`config.mk`:
```
export PLATFORM = sky130hd
export DESIGN_NAME = gray_counter
export DESIGN_NICKNAME = d
export VERILOG_FILES = /design/src/rtl/gray_pkg.sv /design/src/rtl/gray_counter_bin2gray.sv /design/src/rtl/gray_counter.sv
export SDC_FILE = /design/constraint.sdc
export NUM_CORES = 1
export LEC_CHECK = 0
export CORE_AREA = 2 2 39 41
export DETAILED_ROUTE_END_ITERATION = 8
export DIE_AREA = 0 0 41 43
export PLACE_DENSITY = 0.68
export SKIP_LAST_GASP = 1
export SYNTH_ARGS = -nofsm -noshare
export SYNTH_HDL_FRONTEND = slang
export SYNTH_SLANG_ARGS = --single-unit
```
`constraint.sdc`:
```
create_clock -name clk -period 1.46 [get_ports clk]
set_input_delay 0.292 -clock clk [delete_from_list [all_inputs] [get_ports clk]]
set_output_delay 0.292 -clock clk [all_outputs]
set_load 0.1 [all_outputs]
```
`src/rtl/gray_pkg.sv`:
```
// Shared definitions for the Gray-code counter slice.
// Width defaults, limits and the binary-to-Gray encoder function.
package gray_pkg;

    localparam int WIDTH_DEF = 4;
    localparam int WIDTH_MIN = 2;
    localparam int WIDTH_MAX = 16;

    // Operates at full width; callers zero-extend and truncate.
    // A zero-extended MSB keeps g[msb] = b[msb].
    function automatic logic [WIDTH_MAX-1:0] bin_to_gray(
        input logic [WIDTH_MAX-1:0] b
    );
        return b ^ (b >> 1);
    endfunction

endpackage

```
`src/rtl/gray_counter_bin2gray.sv`:
```
// Combinational binary-to-Gray encoder, WIDTH bits wide.
// Holds no state; the counter registers its output.
module bin2gray
    import gray_pkg::*;
#(
    parameter int WIDTH = WIDTH_DEF
) (
    input  logic [WIDTH-1:0] b,
    output logic [WIDTH-1:0] g
);

    assign g = WIDTH'(bin_to_gray(WIDTH_MAX'(b)));

endmodule

```
`src/rtl/gray_counter.sv`:
```
// Up/down binary counter with registered Gray output and wrap pulse.
// Gray is encoded from the next-state value so it tracks bin exactly.
module gray_counter
    import gray_pkg::*;
#(
    parameter int WIDTH = WIDTH_DEF
) (
    input  logic             clk,
    input  logic             rst_n,
    input  logic             en,
    input  logic             up,
    input  logic             load,
    input  logic [WIDTH-1:0] load_val,
    output logic [WIDTH-1:0] bin,
    output logic [WIDTH-1:0] gray,
    output logic             wrap
);

    logic [WIDTH-1:0] bin_nxt;
    logic [WIDTH-1:0] gray_nxt;
    logic             wrap_nxt;

    // Next count: load beats counting, counting beats hold.
    always_comb begin
        bin_nxt  = bin;
        wrap_nxt = 1'b0;
        priority case (1'b1)
            load: begin
                bin_nxt = load_val;
            end
            en: begin
                if (up) begin
                    bin_nxt  = bin + WIDTH'(1);
                    wrap_nxt = &bin;
                end else begin
                    bin_nxt  = bin - WIDTH'(1);
                    wrap_nxt = ~|bin;
                end
            end
            default: ;
        endcase
    end

    bin2gray #(
        .WIDTH (WIDTH)
    ) u_enc (
        .b (bin_nxt),
        .g (gray_nxt)
    );

    // Count, Gray and wrap registers; reset clears all at once.
    always_ff @(posedge clk or negedge rst_n) begin
        if (!rst_n) begin
            bin  <= '0;
            gray <= '0;
            wrap <= 1'b0;
        end else begin
            bin  <= bin_nxt;
            gray <= gray_nxt;
            wrap <= wrap_nxt;
        end
    end

endmodule

```
==> results of run 1 <==
flip-flops by register name, summed over array words and instances, names as in the netlist:
signal,cells
bin,4
gray,3
wrap,1
power by group:
group	internal (mW)	switching [mW]	leakage (nW)
Sequential	0.276	0.0436	0.0929
Combinational	0.339	0.509	0.269
Clock	0.104	0.0727	0.0150
Total	0.718	0.626	0.377
metal layers:
layer  wire length [um]  vias to the layer above  share of wire [%]
met2                493                       15                 51
met4                 19                        0                2.0
li1                   -                      201                  -
met3                 66                        2                6.9
met5                  0                        -                  0
met1                378                      186                 39
cell type report:
| type | count | area (um2) |
|---|---|---|
| fillers | 98 | 501.7 |
| inverters | 2 | 7.507 |
| flip-flops and latches | 8 | 212.7 |
| clock buffers | 4 | 26.28 |
| well taps | 16 | 20.02 |
| multi-input cells | 30 | 289.0 |
| repair buffers | 26 | 326.6 |
worst max-delay path by stage:
stage | slack (ns) | endpoint | cells past startpoint | from
after global placement | -0.60 | gray[2] | 7 | up
after detailed placement | -0.63 | gray[2] | 7 | up
after global routing | -0.25 | gray[2] | 5 | bin[2]
final | -0.18 | gray[2] | 5 | bin[2]
after CTS | -0.19 | gray[2] | 5 | bin[1]
after floorplan | -0.31 | gray[2] | 5 | bin[2]
layout by cell type (no fill, tap or decap), drive strengths merged:
cell type,instances
a211oi,1
a21oi,2
a22o,1
a31oi,1
and3,1
and4b,1
buf,18
clkbuf,4
clkdlybuf4s50,7
dfrtp,8
dlygate4sd2,1
fa,1
ha,2
inv,2
mux2i,2
nand2,2
nand3,1
nor2,4
o21ai,2
or2b,1
or3,1
or4,1
xnor2,4
xor2,2
cells by family after synthesis:
family / count (synthesis) / synth area share [%]
AOI/OAI and AO/OA: 7 / 9.392
adders and majority gates: 3 / 9.944
muxes: 2 / 4.420
xor gates and xnor gates: 6 / 11.60
buffers and inverters: 4 / 4.972
DFF: 8 / 44.20
and+or+nand+nor: 12 / 15.47
worst max-delay path, delay by kind of cell, from the launching register on:
| family | cells | cell delay, ns |
|---|---|---|
| flops | 1 | 0.49 |
| xor+xnor | 1 | 0.14 |
| simple gates | 3 | 0.57 |
| fa+ha+maj | 1 | 0.31 |
through the flow:
stage                     cells  cell area [um2]  power [mW]  worst slack (ns)  TNS (ns)
after global placement       81            832.0       1.142           -0.6022    -3.392
after global routing         86            882.1       1.414           -0.2540    -1.109
after detailed placement     81            832.0       1.149           -0.6313    -3.573
final                        86            882.1       1.344           -0.1784   -0.5635
after floorplan              42            506.7      0.8194           -0.3125    -1.220
after CTS                    85            857.1       1.334           -0.1941   -0.6415
timing repair:
action / 4_1_cts / 5_1_grt
gates resized for setup: 2 / 3
setup buffers: 0 / 1
endpoints found under the setup margin: 7 / 7
pin swaps: 2 / 1
==> run metrics, run 1 <==
run status finished, violations left; violated checks setup timing; timing-limited maximum frequency approximately 0.6 GHz; leading area contributor after synthesis dfrtp_1; length in cells of the worst reg-to-reg path 5; dominant cell by count in the synthesized netlist dfrtp_1; Antenna Violating Nets Remaining 0; combined global-route utilization of all metal layers between 15 and 20%; worst hold slack 0.3007 ns; number of synthesis warnings 0; total global routing overflow 0; sinks on the clock net 8; total leakage power between 0.3 and 0.4 nW; vias per std cell between 4 and 5; total wire length after detailed routing approximately 960 um; initial antenna violation count 0; Layout Utilization 63.74%; post-route worst setup slack -0.1784 ns; share of the yosys chip area belonging to registers between 40% and 50%; largest net degree at the start of global routing 9; worst reg2reg startpoint bin[2]; crit-path max FO 3; Power Density between 1500 and 2000 nW/um2; floorplan die area 1763 um2; Post-Synthesis Cells between 40 and 50; count of flip-flops with a built-in enable after synthesis 0; Critical Path End Type flip-flop; period utilization 112.2%; count of final setup violators 6; max-capacitance violation count 0; largest cells by area after synthesis dfrtp_1 44%, xnor2_1 7.7%, ha_1 5.5%; Final nets 83; syn_area_per_cell 10.78 um2; Cell Chain, Critical Path ha_4, nand3_4, and4b_1, or3_4, xor2_1; Fin Clk Skew approximately 0.0054 ns; top cells by instance count after synthesis 8 x dfrtp_1, 4 x nor2_1, 4 x xnor2_1; met2 track utilization from global routing 23.75%; final max-slew violation count 0; number of buffer cells added on primary ports 17; path type of the worst setup path reg -> reg; number of distinct library cells after synthesis 22; number of design-rule violations left by the first detailed-router iteration 2; width of the die 41 um; Peak supply drop approximately 0.85 mV; via count 404; buffer levels on the longest clock path 2; Antenna diodes 0; H-tree level count 1; initial core utilization between 30 and 40%; clock tree from TritonCTS done; class of the tightest hold or removal check in -> async; Worst-Skew Late Latency around 0.25 ns; met3 capacity usage during global routing under 10%; post-detailed-route wirelength per cell between 10 and 15 um; Core Rows 14; top_reg_cell synth dfrtp_1; buffer cell driving the clock tree root clkbuf_4; Post-route DRC 0; die outline height around 43 um; Synth async-reset ratio 100.0%; final count of hold timing violations 0; worst rel slew slack around 80%; Worst path max stage delay 0.49 ns; register-to-register setup slack -0.18 ns; minimum clock period 1.638 ns; layout overhead on the synthesized area 94.75%; RR Endpoint gray[2]; clock transition at the registers of the reported paths approximately 0.050 ns; area of the core ~1400 um2; synthesized flop and latch total 8; Most Crowded Layer GR met2; CP Data Required Time 1.59 ns; syn_nets between 50 and 60; unrepaired setup endpoints after global routing true; post-detail-place hpwl approximately 820 um; number of buffers inserted by hold repair at cts 0; weighted congestion reported at the end of routability-driven placement roughly 0.82; total I/O pin count 18; number of global-route vias before repair just over 400; kind of start point of the critical path flip-flop; fraction of final layout cells with drive strength greater than 1 between 40% and 50%; worst-path cell with the longest stage delay dfrtp_4; count of TritonRoute iterations in the first routing pass 3; area fraction of the dominant cell type after synthesis between 40 and 50%; CP arrival around 1.8 ns; slew at the pin with the worst max-slew slack about 0.33 ns; GR Util met1 around 17%; Cell Area, Synth 452.9 um2; number of clock buffers inserted by TritonCTS 3; first-pass GRT wire length 1704 um
Power figures use the tool's default switching activity.
==> inputs of run 2 (changes only) <==
--- a/config.mk
+++ b/config.mk
@@ -8,2 +8,3 @@
 export CORE_AREA = 2 2 39 41
+export CTS_CLUSTER_SIZE = 16
 export DETAILED_ROUTE_END_ITERATION = 8
==> constraint.sdc (replaced) <==
create_clock -name clk -period 1.46 [get_ports clk]
set_input_delay 0.146 -clock clk [delete_from_list [all_inputs] [get_ports clk]]
set_output_delay 0.146 -clock clk [all_outputs]
set_load 0.1 [all_outputs]
==> run metrics, run 2 (synthesis gave the netlist of run 1 again) <==
worst rel slew slack 75.64% (-2.2 points); die outline height 43 um (unchanged); total wire length after detailed routing 1113 um (+16%); fraction of final layout cells with drive strength greater than 1 51.39% (+2.8 points); layout overhead on the synthesized area 97.24%; length in cells of the worst reg-to-reg path 5 (unchanged); Fin Clk Skew 0.004465 ns (-0.0009023 ns); combined global-route utilization of all metal layers 15.65% (+0.55 points); Final nets 86 (+3.6%); final count of hold timing violations 0 (unchanged); register-to-register setup slack -0.19 ns (about the same); area of the core 1384 um2 (unchanged); Peak supply drop 0.7410 mV (-13%); RR Endpoint gray[2]; Worst path max stage delay 0.49 ns (about the same); flip-flop count of the largest register, all copies and words added 4 (unchanged); Antenna diodes 0 (unchanged); count of TritonRoute iterations in the first routing pass 4 (+1); CP Data Required Time 1.59 ns (about the same); final max-slew violation count 0 (unchanged); buffer cell driving the clock tree root clkbuf_4; worst reg2reg startpoint bin[2]; via count 424 (+5.0%); crit-path max FO 3 (unchanged); initial antenna violation count 0 (unchanged); total I/O pin count 18 (unchanged); buffer levels on the longest clock path 2 (unchanged); slew at the pin with the worst max-slew slack 0.3643 ns (+0.03329 ns); crit path from bin[2]; run status finished, violations left; total power 1.339 mW (-0.37%); minimum clock period 1.649 ns (+0.01045 ns); number of clock buffers inserted by TritonCTS 3 (unchanged); total global routing overflow 0 (unchanged); violated checks setup timing; critical path endpoint gray[2]; count of final setup violators 6 (unchanged); total leakage power 0.3966 nW (+5.2%); leading cell types in the layout, fill and taps excluded 11 x buf_4, 9 x buf_12, 7 x clkdlybuf4s50_1; registers with the most flip-flops bin x4, gray x3, wrap x1; final design area excluding fillers 893.4 um2 (+1.3%); register with the most flip-flops bin; area occupied by registers 212.7 um2 (unchanged); kind of start point of the critical path flip-flop; leading cell type in the layout, fill and taps excluded buf_4; width of the die 41 um (unchanged); post-route worst setup slack -0.1889 ns (-0.01045 ns); period utilization 112.9% (+0.72 points); number of buffer cells added on primary ports 17 (unchanged); Worst-Skew Late Latency 0.25 ns (about the same); sinks on the clock net 8 (unchanged); worst-path cell with the longest stage delay dfrtp_4; Core Rows 14 (unchanged); CP arrival 1.78 ns (about the same); path type of the worst setup path reg -> reg; number of design-rule violations left by the first detailed-router iteration 1 (-1); number of global-route vias before repair 419 (+1.7%); Antenna Violating Nets Remaining 0 (unchanged); Cell Chain, Critical Path ha_4, nand3_2, and4b_1, or3_4, xor2_1; post-detailed-route wirelength per cell 12.65 um (+14%); initial core utilization 32.73% (unchanged); area used by multi-input combinational logic 274.0 um2 (-5.2%); worst hold slack 0.1751 ns (-0.1256 ns); Post-route DRC 0 (unchanged); largest net degree at the start of global routing 9 (unchanged); Layout Utilization 64.56% (+0.81 points); final-layout fill cell count 101 (+3.1%); Power Density 1499 nW/um2 (-1.6%); Placed Instance Area 832.0 um2 (unchanged); first-pass GRT wire length 1697 um (-0.41%); weighted congestion reported at the end of routability-driven placement 0.7140 (-12%); vias per std cell 4.818 (+2.6%); post-detail-place hpwl 899.2 um (+10%); unrepaired setup endpoints after global routing true; max-capacitance violation count 0 (unchanged); clock tree from TritonCTS done; class of the tightest hold or removal check in -> async; timing-limited maximum frequency 0.6065 GHz (-0.63%); floorplan die area 1763 um2 (unchanged); H-tree level count 1 (unchanged); clock transition at the registers of the reported paths 0.05 ns (about the same); Critical Path End Type flip-flop
==> run 2: cell count changes in the layout (fill, tap and decap cells not counted), sizes merged <==
cell	before	now
dlymetal6s2s	0	1
dlygate4sd2	1	0
clkbuf	4	3
buf	18	21
==> run 2: how the worst min path moves through the flow <==
stage          endpoint  slack [ns]
6_report        gray[2]        0.18
5_1_grt         gray[2]        0.20
4_1_cts            wrap        0.18
3_5_place_dp       wrap        0.45
3_3_place_gp       wrap        0.43
2_1_floorplan    bin[3]       -0.15
==> run 2: metrics by stage <==
step	TNS, ns	setup slack, ns	instances
finish	-0.7066	-0.1889	88
global route	-1.079	-0.2070	88
CTS	-0.7916	-0.1893	86
detailed placement	-2.541	-0.4943	81
global placement	-2.350	-0.4590	81
floorplan	-1.220	-0.3125	42
==> run 2: repair_timing <==
item,4_1_cts,5_1_grt
buffers inserted,2,2
setup endpoints to repair,7,7
resized for setup,1,3
gates cloned,0,0
pin swaps,5,4
hold buffers,0,0
==> run 2: area by class of cell <==
type                            instances  share of cell area, %
Inverter                                2                 0.8403
Multi-Input combinational cell         30                  30.67
Timing Repair Buffer                   29                  39.92
Clock buffer                            3                  2.521
Tap cell                               16                  2.241
Sequential cell                         8                  23.81
==> run 2: worst max-delay path, delay by kind of cell (launching register included) <==
| family | cells | cell delay, ns |
|---|---|---|
| xor+xnor | 1 | 0.15 |
| fa+ha+maj | 1 | 0.29 |
| flops | 1 | 0.49 |
| simple gates | 3 | 0.59 |
==> run 2: power breakdown <==
group	switching (mW)	internal [mW]	leakage [nW]	total, mW
registers	0.0419	0.276	0.0929	0.318
clock network	0.0665	0.0935	0.0138	0.160
logic	0.513	0.349	0.290	0.862
total	0.621	0.718	0.397	1.34
==> run 2: routing by layer <==
layer	vias to the layer above	track usage, %	wire length (um)	share of wire (%)
li1	208	-	-	-
met1	189	16.39	419	38
met2	19	23.44	567	51
met3	8	4.712	56	5.0
met4	0	14.00	70	6.3
met5	-	0	0	0
==> inputs of run 3 (changes only) <==
- PLACE_DENSITY: 0.68 -> 0.65
- clock period: 1.46 -> 1.6 ns (I/O delays scaled with it)
==> run metrics, run 3 (synthesis gave the netlist of run 1 again) <==
run status finished, violations left; violated checks setup timing; combined global-route utilization of all metal layers 16.07% (+0.42 points); area of the core 1384 um2 (unchanged); post-detailed-route wirelength per cell 11.57 um (-8.5%); buffer levels on the longest clock path 2 (unchanged); Antenna diodes 0 (unchanged); unrepaired setup endpoints after global routing true; number of global-route vias before repair 397 (-5.3%); flip-flop count of the largest register, all copies and words added 4 (unchanged); layout overhead on the synthesized area 94.75%; slew at the pin with the worst max-slew slack 0.3529 ns (-0.01139 ns); worst rel slew slack 76.40% (+0.76 points); Post-route DRC 0 (unchanged); final design area excluding fillers 882.1 um2 (-1.3%); final count of hold timing violations 0 (unchanged); path type of the worst setup path reg -> reg; CP arrival 1.77 ns (about the same); Fin Clk Skew 0.01263 ns (+0.008168 ns); clock transition at the registers of the reported paths 0.06 ns (about the same); number of design-rule violations left by the first detailed-router iteration 5 (+4); final max-slew violation count 0 (unchanged); period utilization 101.8% (-11 points); die outline height 43 um (unchanged); width of the die 41 um (unchanged); class of the tightest hold or removal check in -> async; kind of start point of the critical path flip-flop; Antenna Violating Nets Remaining 0 (unchanged); Layout Utilization 63.74% (-0.81 points); H-tree level count 1 (unchanged); Peak supply drop 0.4936 mV (-33%); Core Rows 14 (unchanged); post-route worst setup slack -0.02835 ns (+0.1606 ns); total I/O pin count 18 (unchanged); vias per std cell 4.701 (-2.4%); Placed Instance Area 847.1 um2 (+1.8%); total global routing overflow 0 (unchanged); count of TritonRoute iterations in the first routing pass 5 (+1); total leakage power 0.3912 nW (-1.4%); Placement Setup Slack -0.3237 ns (+0.1706 ns); Worst-Skew Late Latency 0.26 ns (about the same); fraction of final layout cells with drive strength greater than 1 50.70% (-0.68 points); clock tree from TritonCTS done; max-capacitance violation count 0 (unchanged); leading cell types in the layout, fill and taps excluded 11 x buf_4, 9 x buf_12, 7 x clkdlybuf4s50_1; CP Data Required Time 1.74 ns (+0.15 ns); leading cell type in the layout, fill and taps excluded buf_4; Critical Path End Type flip-flop; Final nets 85 (-1.2%); minimum clock period 1.628 ns (-0.02055 ns); Power Density 1369 nW/um2 (-8.7%); buffer cell driving the clock tree root clkbuf_4; weighted congestion reported at the end of routability-driven placement 0.7983 (+12%); crit-path max FO 4 (+1); number of clock buffers inserted by TritonCTS 3 (unchanged); total wire length after detailed routing 1007 um (-9.5%); post-detail-place hpwl 810.6 um (-9.9%); register with the most flip-flops bin; sinks on the clock net 8 (unchanged); count of final setup violators 1 (-5); via count 409 (-3.5%); worst hold slack 0.1728 ns (-0.002270 ns); largest net degree at the start of global routing 9 (unchanged); first-pass GRT wire length 1794 um (+5.7%); registers with the most flip-flops bin x4, gray x3, wrap x1; number of buffer cells added on primary ports 17 (unchanged); initial antenna violation count 0 (unchanged); floorplan die area 1763 um2 (unchanged); initial core utilization 32.73% (unchanged); final-layout fill cell count 107 (+5.9%); timing-limited maximum frequency 0.6141 GHz (+1.3%)
[run 3: through the flow]
step	total power [mW]	std cells	TNS, ns
CTS	1.214	87	-0.01297
global placement	1.046	83	-1.390
floorplan	0.7477	42	-0.3999
detailed placement	1.053	83	-1.537
finish	1.207	87	-0.02835
global route	1.263	87	-0.2274
[run 3: final timing paths]
path,start,to,slack [ns],depth (start not counted)
worst max-delay path,bin[1],gray[2],-0.03,5
worst min-delay path,rst_n,wrap,0.17,1
worst max register to register,bin[1],gray[2],-0.03,5
worst min register to register,bin[3],bin[3],0.65,2
max in group asynchronous,rst_n,bin[1],1.12,1
min in group clk,up,wrap,0.48,5
[run 3: final cells by class]
cell class | count | area [um2] | share of cell area, %
multi-input combinational | 30 | 274.0 | 31.06
timing repair buffer | 28 | 345.3 | 39.15
inverter | 2 | 7.507 | 0.8511
sequential | 8 | 212.7 | 24.11
tap | 16 | 20.02 | 2.270
clock buffer | 3 | 22.52 | 2.553
[run 3: per-layer routing]
| layer | wire [um] | GRT usage, % |
|---|---|---|
| met1 | 431 | 21.14 |
| met2 | 508 | 22.19 |
| met3 | 45 | 3.141 |
| met4 | 22 | 12.00 |
| met5 | 0 | 0 |
[run 3: worst max-delay path: stages, from the launching register on]
cell,delay [ns]
dfrtp_4,0.51
ha_4,0.27
nand3_2,0.07
and4b_1,0.17
or3_4,0.33
xor2_1,0.16
[run 3: what timing repair did]
| item | CTS | global route |
|---|---|---|
| cloned | 0 | 0 |
| pin swaps | 2 | 5 |
| endpoints found under the hold margin | 0 | 0 |
| endpoints found under the setup margin | 3 | 4 |
| setup buffers | 1 | 0 |
| gates resized for setup | 1 | 2 |
| hold buffers | 0 | 0 |
[run 3: power by group]
| part | switching [mW] | internal [mW] | total, mW |
|---|---|---|---|
| logic | 0.458 | 0.302 | 0.760 |
| registers | 0.0412 | 0.251 | 0.293 |
| clock network | 0.0690 | 0.0859 | 0.155 |
| total | 0.568 | 0.640 | 1.21 |
